[config.mk]
export PLATFORM = sky130hd
export DESIGN_NAME = line_draw_sequencer_flat
export DESIGN_NICKNAME = d
export VERILOG_FILES = /design/src/rtl/line_draw_sequencer_pkg.sv /design/src/rtl/line_draw_sequencer_if.sv /design/src/rtl/line_draw_sequencer_rr_arbiter.sv /design/src/rtl/line_draw_sequencer.sv /design/src/flat_wrapper.sv
export SDC_FILE = /design/constraint.sdc
export NUM_CORES = 2
export LEC_CHECK = 0
export BUFFER_PORTS_ARGS = -buffer_cell sky130_fd_sc_hd__buf_2
export CORE_AREA = 2 2 285 287
export CTS_CLUSTER_DIAMETER = 200
export DETAILED_ROUTE_END_ITERATION = 16
export DIE_AREA = 0 0 287 289
export SLEW_MARGIN = 10
export SYNTH_ARGS = -nofsm -noshare
export SYNTH_HDL_FRONTEND = slang
export SYNTH_SLANG_ARGS = --single-unit
[constraint.sdc]
create_clock -name i_clk -period 4 [get_ports i_clk]
set_input_delay 0.6 -clock i_clk [delete_from_list [all_inputs] [get_ports i_clk]]
set_output_delay 0.6 -clock i_clk [all_outputs]
set_load 0.1 [all_outputs]
[src/rtl/line_draw_sequencer_pkg.sv]
// Shared definitions for the line draw sequencer: FSM state encoding and
// width helpers used by the interface, the arbiter and the sequencer.
package line_draw_sequencer_pkg;

  typedef enum logic [1:0] {
    ST_IDLE   = 2'd0,
    ST_LOAD   = 2'd1,
    ST_WAIT   = 2'd2,
    ST_STREAM = 2'd3
  } state_e;

  // Index width that stays at least one bit wide for single-entry ranges.
  function automatic int unsigned idx_width(input int unsigned n);
    return (n > 1) ? $clog2(n) : 1;
  endfunction

endpackage

[src/rtl/line_draw_sequencer_if.sv]
// Requester, bresenham-core and pixel-port signals of the line draw sequencer.
// slave = sequencer side, master = environment side.
interface line_draw_sequencer_if
  import line_draw_sequencer_pkg::*;
#(
  parameter int unsigned P_NUM_REQ         = 2,
  parameter int unsigned P_MAX_LINE_LENGTH = 31,
  parameter int unsigned P_X_COORD_W       = 9,
  parameter int unsigned P_Y_COORD_W       = 9
);
  localparam int unsigned SRC_W = idx_width(P_NUM_REQ);
  localparam int unsigned REQ_W = 2 * P_X_COORD_W + 2 * P_Y_COORD_W;

  logic [P_NUM_REQ-1:0]                       i_req_valid;
  logic [P_NUM_REQ*REQ_W-1:0]                 i_req_coords;
  logic [P_NUM_REQ-1:0]                       o_req_ready;
  logic [P_X_COORD_W-1:0]                     o_bres_x0;
  logic [P_X_COORD_W-1:0]                     o_bres_x1;
  logic [P_Y_COORD_W-1:0]                     o_bres_y0;
  logic [P_Y_COORD_W-1:0]                     o_bres_y1;
  logic                                       o_bres_load;
  logic                                       o_bres_reset;
  logic [P_MAX_LINE_LENGTH*P_X_COORD_W-1:0]   i_bres_x_vals;
  logic [P_MAX_LINE_LENGTH*P_Y_COORD_W-1:0]   i_bres_y_vals;
  logic [P_MAX_LINE_LENGTH-1:0]               i_bres_valid;
  logic                                       i_bres_rdy;
  logic                                       o_pix_valid;
  logic [P_X_COORD_W-1:0]                     o_pix_x;
  logic [P_Y_COORD_W-1:0]                     o_pix_y;
  logic                                       o_pix_last;
  logic [SRC_W-1:0]                           o_pix_src;
  logic                                       i_pix_ready;
  logic                                       o_busy;
  logic                                       o_timeout;

  modport master (
    output i_req_valid, i_req_coords, i_bres_x_vals, i_bres_y_vals,
           i_bres_valid, i_bres_rdy, i_pix_ready,
    input  o_req_ready, o_bres_x0, o_bres_x1, o_bres_y0, o_bres_y1,
           o_bres_load, o_bres_reset, o_pix_valid, o_pix_x, o_pix_y,
           o_pix_last, o_pix_src, o_busy, o_timeout
  );

  modport slave (
    input  i_req_valid, i_req_coords, i_bres_x_vals, i_bres_y_vals,
           i_bres_valid, i_bres_rdy, i_pix_ready,
    output o_req_ready, o_bres_x0, o_bres_x1, o_bres_y0, o_bres_y1,
           o_bres_load, o_bres_reset, o_pix_valid, o_pix_x, o_pix_y,
           o_pix_last, o_pix_src, o_busy, o_timeout
  );

endinterface

[src/rtl/line_draw_sequencer_rr_arbiter.sv]
// Combinational round-robin arbiter: grants the first requester at or after
// ptr_i, wrapping to the lowest index.
module rr_arbiter
  import line_draw_sequencer_pkg::*;
#(
  parameter int unsigned P_NUM_REQ = 2,
  localparam int unsigned SRC_W    = idx_width(P_NUM_REQ)
) (
  input  logic [P_NUM_REQ-1:0] req_i,
  input  logic [SRC_W-1:0]     ptr_i,
  output logic [P_NUM_REQ-1:0] grant_o,
  output logic [SRC_W-1:0]     grant_idx_o,
  output logic                 any_o
);

  always_comb begin
    grant_o     = '0;
    grant_idx_o = '0;
    any_o       = 1'b0;
    // First pass covers [ptr, N-1]; second pass wraps to [0, N-1].
    for (int unsigned j = 0; j < P_NUM_REQ; j++) begin
      if (!any_o && req_i[j] && (j >= int'(ptr_i))) begin
        any_o       = 1'b1;
        grant_o[j]  = 1'b1;
        grant_idx_o = SRC_W'(j);
      end
    end
    for (int unsigned j = 0; j < P_NUM_REQ; j++) begin
      if (!any_o && req_i[j]) begin
        any_o       = 1'b1;
        grant_o[j]  = 1'b1;
        grant_idx_o = SRC_W'(j);
      end
    end
  end

endmodule

[src/rtl/line_draw_sequencer.sv]
// Shares one bresenham core between several line requesters and streams the
// resulting points one per cycle over a valid/ready pixel port.
module line_draw_sequencer
  import line_draw_sequencer_pkg::*;
#(
  parameter int unsigned P_NUM_REQ         = 2,
  parameter int unsigned P_MAX_LINE_LENGTH = 31,
  parameter int unsigned P_X_COORD_W       = 9,
  parameter int unsigned P_Y_COORD_W       = 9,
  parameter int unsigned P_WAIT_MAX        = 1023
) (
  input logic                 i_clk,
  input logic                 i_reset,
  line_draw_sequencer_if.slave bus
);

  localparam int unsigned SRC_W = idx_width(P_NUM_REQ);
  localparam int unsigned IDX_W = idx_width(P_MAX_LINE_LENGTH);
  localparam int unsigned CNT_W = $clog2(P_WAIT_MAX + 1);
  localparam int unsigned XW    = P_X_COORD_W;
  localparam int unsigned YW    = P_Y_COORD_W;
  localparam int unsigned REQ_W = 2 * XW + 2 * YW;

  localparam logic [IDX_W-1:0] LAST_IDX  = IDX_W'(P_MAX_LINE_LENGTH - 1);
  localparam logic [CNT_W-1:0] WAIT_MAX  = CNT_W'(P_WAIT_MAX);
  localparam logic [CNT_W-1:0] WAIT_LAST = CNT_W'(P_WAIT_MAX - 1);
  localparam logic [SRC_W-1:0] SRC_TOP   = SRC_W'(P_NUM_REQ - 1);

  state_e                 state_q, state_d;
  logic [SRC_W-1:0]       ptr_q, ptr_d;
  logic [SRC_W-1:0]       src_q, src_d;
  logic [XW-1:0]          x0_q, x0_d, x1_q, x1_d;
  logic [YW-1:0]          y0_q, y0_d, y1_q, y1_d;
  logic [CNT_W-1:0]       cnt_q, cnt_d;
  logic [IDX_W-1:0]       idx_q, idx_d;
  logic [IDX_W-1:0]       last_q, last_d;

  logic [P_MAX_LINE_LENGTH-1:0][XW-1:0] snap_x_q;
  logic [P_MAX_LINE_LENGTH-1:0][YW-1:0] snap_y_q;
  logic [P_MAX_LINE_LENGTH-1:0]         snap_v_q;
  logic                                 snap_en;

  logic [P_NUM_REQ-1:0]   grant;
  logic [SRC_W-1:0]       grant_idx;
  logic                   grant_any;
  logic [REQ_W-1:0]       sel_coords;
  logic [IDX_W-1:0]       hi_idx;
  logic [SRC_W-1:0]       ptr_next;

  logic                   req_ready;
  logic                   bres_load;
  logic                   bres_reset;
  logic                   pix_valid;
  logic                   timeout;

  rr_arbiter #(
    .P_NUM_REQ (P_NUM_REQ)
  ) u_rr_arbiter (
    .req_i       (bus.i_req_valid),
    .ptr_i       (ptr_q),
    .grant_o     (grant),
    .grant_idx_o (grant_idx),
    .any_o       (grant_any)
  );

  always_comb begin
    sel_coords = '0;
    for (int unsigned r = 0; r < P_NUM_REQ; r++) begin
      if (grant[r]) sel_coords = bus.i_req_coords[r*REQ_W +: REQ_W];
    end
  end

  always_comb begin
    hi_idx = '0;
    for (int unsigned i = 0; i < P_MAX_LINE_LENGTH; i++) begin
      if (bus.i_bres_valid[i]) hi_idx = IDX_W'(i);
    end
  end

  assign ptr_next = (src_q == SRC_TOP) ? '0 : src_q + 1'b1;

  always_comb begin
    state_d    = state_q;
    ptr_d      = ptr_q;
    src_d      = src_q;
    x0_d       = x0_q;
    y0_d       = y0_q;
    x1_d       = x1_q;
    y1_d       = y1_q;
    cnt_d      = cnt_q;
    idx_d      = idx_q;
    last_d     = last_q;
    snap_en    = 1'b0;
    req_ready  = 1'b0;
    bres_load  = 1'b0;
    bres_reset = 1'b0;
    pix_valid  = 1'b0;
    timeout    = 1'b0;
    unique case (state_q)
      ST_IDLE: begin
        // Accept is suppressed during reset so a granted line is never lost.
        if (grant_any && !i_reset) begin
          req_ready = 1'b1;
          src_d     = grant_idx;
          {x0_d, y0_d, x1_d, y1_d} = sel_coords;
          state_d   = ST_LOAD;
        end
      end
      ST_LOAD: begin
        bres_load = 1'b1;
        cnt_d     = '0;
        state_d   = ST_WAIT;
      end
      ST_WAIT: begin
        if (bus.i_bres_rdy) begin
          snap_en = 1'b1;
          idx_d   = '0;
          last_d  = hi_idx;
          state_d = ST_STREAM;
        end else if (cnt_q == WAIT_LAST) begin
          timeout    = 1'b1;
          bres_reset = 1'b1;
          state_d    = ST_IDLE;
        end else if (cnt_q != WAIT_MAX) begin
          cnt_d = cnt_q + 1'b1;
        end
      end
      ST_STREAM: begin
        if (snap_v_q[idx_q]) begin
          pix_valid = 1'b1;
          if (bus.i_pix_ready) begin
            if (idx_q == last_q) begin
              ptr_d   = ptr_next;
              state_d = ST_IDLE;
            end else begin
              idx_d = idx_q + 1'b1;
            end
          end
        end else if (idx_q == LAST_IDX) begin
          state_d = ST_IDLE;
        end else begin
          idx_d = idx_q + 1'b1;
        end
      end
      default: state_d = ST_IDLE;
    endcase
  end

  always_ff @(posedge i_clk) begin
    if (i_reset) begin
      state_q  <= ST_IDLE;
      ptr_q    <= '0;
      src_q    <= '0;
      x0_q     <= '0;
      y0_q     <= '0;
      x1_q     <= '0;
      y1_q     <= '0;
      cnt_q    <= '0;
      idx_q    <= '0;
      last_q   <= '0;
      snap_x_q <= '0;
      snap_y_q <= '0;
      snap_v_q <= '0;
    end else begin
      state_q <= state_d;
      ptr_q   <= ptr_d;
      src_q   <= src_d;
      x0_q    <= x0_d;
      y0_q    <= y0_d;
      x1_q    <= x1_d;
      y1_q    <= y1_d;
      cnt_q   <= cnt_d;
      idx_q   <= idx_d;
      last_q  <= last_d;
      if (snap_en) begin
        snap_x_q <= bus.i_bres_x_vals;
        snap_y_q <= bus.i_bres_y_vals;
        snap_v_q <= bus.i_bres_valid;
      end
    end
  end

  assign bus.o_req_ready  = req_ready ? grant : '0;
  assign bus.o_bres_x0    = x0_q;
  assign bus.o_bres_y0    = y0_q;
  assign bus.o_bres_x1    = x1_q;
  assign bus.o_bres_y1    = y1_q;
  assign bus.o_bres_load  = bres_load;
  assign bus.o_bres_reset = bres_reset;
  assign bus.o_pix_valid  = pix_valid;
  assign bus.o_pix_x      = pix_valid ? snap_x_q[idx_q] : '0;
  assign bus.o_pix_y      = pix_valid ? snap_y_q[idx_q] : '0;
  assign bus.o_pix_last   = pix_valid && (idx_q == last_q);
  assign bus.o_pix_src    = src_q;
  assign bus.o_busy       = (state_q != ST_IDLE);
  assign bus.o_timeout    = timeout;

endmodule

[src/flat_wrapper.sv]
// flat-port wrapper written by rule: the top's interface ports become plain ports
module line_draw_sequencer_flat import line_draw_sequencer_pkg::*;
#(
  parameter int unsigned P_NUM_REQ         = 2,
  parameter int unsigned P_MAX_LINE_LENGTH = 31,
  parameter int unsigned P_X_COORD_W       = 9,
  parameter int unsigned P_Y_COORD_W       = 9,
  parameter int unsigned P_WAIT_MAX        = 1023
)
  (i_clk, i_reset, bus_i_req_valid, bus_i_req_coords, bus_i_bres_x_vals, bus_i_bres_y_vals, bus_i_bres_valid, bus_i_bres_rdy, bus_i_pix_ready, bus_o_req_ready, bus_o_bres_x0, bus_o_bres_x1, bus_o_bres_y0, bus_o_bres_y1, bus_o_bres_load, bus_o_bres_reset, bus_o_pix_valid, bus_o_pix_x, bus_o_pix_y, bus_o_pix_last, bus_o_pix_src, bus_o_busy, bus_o_timeout);
  line_draw_sequencer_if #(.P_NUM_REQ(P_NUM_REQ), .P_MAX_LINE_LENGTH(P_MAX_LINE_LENGTH), .P_X_COORD_W(P_X_COORD_W), .P_Y_COORD_W(P_Y_COORD_W)) bus_i ();
  input logic i_clk;
  input logic i_reset;
  input wire logic [$bits(bus_i.i_req_valid)-1:0] bus_i_req_valid;
  input wire logic [$bits(bus_i.i_req_coords)-1:0] bus_i_req_coords;
  input wire logic [$bits(bus_i.i_bres_x_vals)-1:0] bus_i_bres_x_vals;
  input wire logic [$bits(bus_i.i_bres_y_vals)-1:0] bus_i_bres_y_vals;
  input wire logic [$bits(bus_i.i_bres_valid)-1:0] bus_i_bres_valid;
  input wire logic [$bits(bus_i.i_bres_rdy)-1:0] bus_i_bres_rdy;
  input wire logic [$bits(bus_i.i_pix_ready)-1:0] bus_i_pix_ready;
  output wire logic [$bits(bus_i.o_req_ready)-1:0] bus_o_req_ready;
  output wire logic [$bits(bus_i.o_bres_x0)-1:0] bus_o_bres_x0;
  output wire logic [$bits(bus_i.o_bres_x1)-1:0] bus_o_bres_x1;
  output wire logic [$bits(bus_i.o_bres_y0)-1:0] bus_o_bres_y0;
  output wire logic [$bits(bus_i.o_bres_y1)-1:0] bus_o_bres_y1;
  output wire logic [$bits(bus_i.o_bres_load)-1:0] bus_o_bres_load;
  output wire logic [$bits(bus_i.o_bres_reset)-1:0] bus_o_bres_reset;
  output wire logic [$bits(bus_i.o_pix_valid)-1:0] bus_o_pix_valid;
  output wire logic [$bits(bus_i.o_pix_x)-1:0] bus_o_pix_x;
  output wire logic [$bits(bus_i.o_pix_y)-1:0] bus_o_pix_y;
  output wire logic [$bits(bus_i.o_pix_last)-1:0] bus_o_pix_last;
  output wire logic [$bits(bus_i.o_pix_src)-1:0] bus_o_pix_src;
  output wire logic [$bits(bus_i.o_busy)-1:0] bus_o_busy;
  output wire logic [$bits(bus_i.o_timeout)-1:0] bus_o_timeout;
  assign bus_i.i_req_valid = bus_i_req_valid;
  assign bus_i.i_req_coords = bus_i_req_coords;
  assign bus_i.i_bres_x_vals = bus_i_bres_x_vals;
  assign bus_i.i_bres_y_vals = bus_i_bres_y_vals;
  assign bus_i.i_bres_valid = bus_i_bres_valid;
  assign bus_i.i_bres_rdy = bus_i_bres_rdy;
  assign bus_i.i_pix_ready = bus_i_pix_ready;
  assign bus_o_req_ready = bus_i.o_req_ready;
  assign bus_o_bres_x0 = bus_i.o_bres_x0;
  assign bus_o_bres_x1 = bus_i.o_bres_x1;
  assign bus_o_bres_y0 = bus_i.o_bres_y0;
  assign bus_o_bres_y1 = bus_i.o_bres_y1;
  assign bus_o_bres_load = bus_i.o_bres_load;
  assign bus_o_bres_reset = bus_i.o_bres_reset;
  assign bus_o_pix_valid = bus_i.o_pix_valid;
  assign bus_o_pix_x = bus_i.o_pix_x;
  assign bus_o_pix_y = bus_i.o_pix_y;
  assign bus_o_pix_last = bus_i.o_pix_last;
  assign bus_o_pix_src = bus_i.o_pix_src;
  assign bus_o_busy = bus_i.o_busy;
  assign bus_o_timeout = bus_i.o_timeout;
  line_draw_sequencer #(.P_NUM_REQ(P_NUM_REQ), .P_MAX_LINE_LENGTH(P_MAX_LINE_LENGTH), .P_X_COORD_W(P_X_COORD_W), .P_Y_COORD_W(P_Y_COORD_W), .P_WAIT_MAX(P_WAIT_MAX)) u_core (.i_clk(i_clk), .i_reset(i_reset), .bus(bus_i));
endmodule
==> flow_summary.ini <==
[logic_synthesis]
ys_warn_count = 0
synthDominantCellAreaShare = 0.470
muxShareOfSynthArea = 0.150
synth_compound_area_frac = 0.141
main_combinational_cell_family_by_area_after_synthesis = simple AND/OR/NAND/NOR gates
postSynthRegisterBits = 649
ys_dominant_reg_cell = dfxtp_1
synth_xor_area_frac = 0.00412
postSynthNetCount = 3907
synth_enable_flop_cells = 0
synthesis.instances = 3236
ranking_of_synthesized_cells_by_area = dfxtp_1 47%, nand2_1 16%, mux4_2 13%, a21oi_1 11%, clkbuf_1 3.0%
yosys.area_share.simple = 0.190
synth_area_sq_mm = 0.0276
postSynthAreaPerCell_sq_um = 8.54
synth_largest_area_cell = dfxtp_1
yosysUniqueCellTypes = 52
asyncSetResetFlopFracSynth = 0
share_of_synthesized_cell_area_in_full_adder_half_adder_and_majority_cells = 0.00181
synth_seq_area_share = 0.470

[cells_and_area]
nFillCells = 8072
area_delta_synth_final_pct = 26.7
post_route_cells_drive_above_1_share = 0.282
fin_nets = 4504
number_of_non_filler_instances_in_the_completed_layout = 4959

[place]
gpl.final_weighted_congestion = 0.897
placement.io_buffers = 729
post-dp-hpwl_um = 87600
numPlacedInstances = 4810

[cts]
worst_setup_hold_path_clk_slew_ns = 0.06
clock-root-buffer = clkbuf_16
worstSkewPairLatency_ns = 0.63
cts_buffers = 74
clock_tree.buffer_depth = 3
clock-sinks = 649
htree_num_levels = 3
clock_tree_from_tritoncts = done

[pwr]
totalPowerFinal_w = 0.0158
static_leakage_power_nw = 13.0
power_per_cell_area_mw_per_mm2 = 452
vdd_drop_max_uv = 280

[worst_hold_path]
hp-start = bus_i_bres_y_vals[28]
worst_hold_path.num_cells = 3
hold_path.class = in2reg
endpoint_of_the_worst_hold_timing_path = u_core.snap_y_q[28]$_SDFFE_PP0P_

[sta]
final.min_clock_period_ns = 3.89
max_freq_mhz = 257
setup_viol = 0
timing.clock.skew_ns = 0.0250
maxSlewViolCount = 0
worst_slew_margin_rel = 0.336
worst_slew_pin_slew_ns = 0.996
rsz0062_at_grt = false
finalCritPeriodShare = 0.973
report.final.hold_viol_count = 0

[drt]
drt_via_density = 5.27
detail_route.wirelength_um = 116000
ant_nets = 0
drt_iter0_markers = 2505
routed_wire_length_per_instance_um = 23.4
drc_errors = 0
detail_route.first_pass.iterations = 8
route.vias.total = 26127

[setup_path]
timing_worst_setup_path_type = reg2out
crit_path_start_kind = flip-flop
worstReg2RegEnd = u_core.ptr_q$_SDFFE_PP0P_
worst_r2r_startpoint = u_core.idx_q[0]$_SDFFE_PP0P_
cp-end-kind = output pin
cp_data_arrival_time_ns = 3.29
critPathRequiredTime_ns = 3.40
regToRegSetupSlack_ns = 1.37
critPathMaxFanout = 38
worst-r2r-cell-count = 8

[floorplan]
fp.dieW_um = 287
start_util = 0.346
io_pins = 730
die-height_um = 289
core_region_area_sq_mm = 0.0799
design.die.area_sq_mm = 0.0829
std_cell_rows = 104

[grt]
global_route.overflow_total = 0
grt_antenna_before_repair = 24
grt_start_max_net_pins = 179
number_of_global_route_vias_before_repair = 25052
grt_pass1_wl_um = 164000
global_route.usage.total = 0.268

[job]
drv_cap = 0

[outcome]
run_status = finished, final reports clean
[per-layer routing]
layer	vias to the layer above	wire length, um	GRT usage
met5	-	80	0
met2	1115	56000	0.456
met4	12	3980	0.0922
met1	12580	47500	0.344
met3	188	8500	0.0476
li1	12232	-	-
[repair_timing]
item / CTS / global route
resized for setup: 28 / 3
endpoints found under the hold margin: 0 / 0
setup endpoints to repair: 16 / 14
hold buffers: 0 / 0
buffers inserted: 0 / 2
gates cloned: 3 / 2
[Yosys cell counts, drive strengths merged, types with 5 or more instances]
master  count
nand2    1211
dfxtp     649
a21oi     613
clkbuf    224
mux4      163
nor2       88
buf        44
mux2i      44
o21ai      41
a222oi     36
nand3      14
inv        13
nor3        9
nand2b      7
xor2        7
a211oi      6
xnor2       6
a21boi      5
nor2b       5
or3         5
[report_power, final]
part	total, W	switching (W)	internal [W]	leakage [nW]
Sequential	0.00692	0.000196	0.00672	5.26
Clock	0.00716	0.00288	0.00428	1.27
Combinational	0.00174	0.00109	0.000657	6.46
[worst max-delay path by stage]
stage                          end  cells after the start                          from
detailed placement  bus_o_pix_y[0]                      7  u_core.idx_q[0]$_SDFFE_PP0P_
global placement    bus_o_pix_y[0]                      7  u_core.idx_q[0]$_SDFFE_PP0P_
global route        bus_o_pix_x[6]                      8  u_core.idx_q[1]$_SDFFE_PP0P_
floorplan           bus_o_pix_x[3]                      9  u_core.idx_q[1]$_SDFFE_PP0P_
CTS                 bus_o_pix_y[0]                      6  u_core.idx_q[0]$_SDFFE_PP0P_
finish              bus_o_pix_x[8]                      7  u_core.idx_q[1]$_SDFFE_PP0P_
[cell type report]
type                            instances  area (sq um)  share of cell area
Clock inverter                         28           370              0.0106
Sequential cell                       649         13000               0.372
Antenna cell                            6          15.0            0.000429
Timing Repair Buffer                  789          4540               0.130
Tap cell                             1060          1330              0.0379
Clock buffer                          108          2190              0.0626
Inverter                               13          50.0             0.00143
Multi-Input combinational cell       2306         13500               0.386
[worst max-delay path, stage by stage (launching register included)]
cell and delay, ns:
dfxtp_4 0.46, buf_6 0.29, buf_16 0.29, mux4_2 0.54, mux4_2 0.50, mux2i_1 0.17
nor2_1 0.13, buf_4 0.28
[cells in the final DEF, fill, tap and decap left out, types with 4 or more instances in the layout]
| cell type | count |
|---|---|
| nor2_1 | 85 |
| nand4_1 | 4 |
| buf_2 | 709 |
| mux4_2 | 160 |
| nor2b_1 | 5 |
| nand2_1 | 1210 |
| xnor2_1 | 6 |
| clkbuf_16 | 78 |
| a21oi_2 | 4 |
| clkbuf_1 | 15 |
| bufinv_16 | 7 |
| a21boi_0 | 4 |
| clkbuf_8 | 17 |
| or3_1 | 5 |
| a211oi_1 | 5 |
| o21ai_0 | 40 |
| a21oi_1 | 609 |
| buf_4 | 53 |
| buf_16 | 5 |
| inv_1 | 12 |
| xor2_1 | 7 |
| dfxtp_1 | 645 |
| o31ai_1 | 4 |
| nand2b_1 | 7 |
| diode_2 | 6 |
| buf_12 | 15 |
| clkinv_2 | 12 |
| mux2i_1 | 43 |
| nand3_1 | 14 |
| nor3_1 | 9 |
| ha_1 | 4 |
| a222oi_1 | 36 |
[state kept, by name (all words and copies together), names as in the netlist]
name,count
u_core.cnt_q,10
u_core.last_q,5
u_core.idx_q,5
u_core.snap_x_q,279
u_core.bus.o_bres_x0,9
u_core.bus.o_bres_y0,9
u_core.ptr_q,1
u_core.bus.o_bres_y1,9
u_core.bus.o_pix_src,1
u_core.state_q,2
u_core.snap_v_q,31
u_core.snap_y_q,279
u_core.bus.o_bres_x1,9
[per-stage QoR]
| step | utilization | cell area [sq um] | setup TNS [ns] | setup WS [ns] | hold slack (ns) |
|---|---|---|---|---|---|
| after floorplan | - | 27600 | 0 | 0.00423 | 0.432 |
| after global placement | 0.402 | 32100 | 0 | 0.362 | 0.438 |
| after detailed placement | 0.402 | 32100 | 0 | 0.310 | 0.444 |
| after CTS | 0.437 | 34900 | -0.0368 | -0.0250 | 0.179 |
| after global routing | 0.438 | 35000 | 0 | 0.0268 | 0.191 |
| final | 0.438 | 35000 | 0 | 0.108 | 0.200 |
[logic make-up after synthesis]
logic type                 Yosys count
and+or+nand+nor                   1361
AOI/OAI and AO/OA                  720
DFF                                649
buffers and inverters              281
muxes                              208
xor gates and xnor gates            13
adders and majority gates            4
Power figures use the tool's default switching activity.
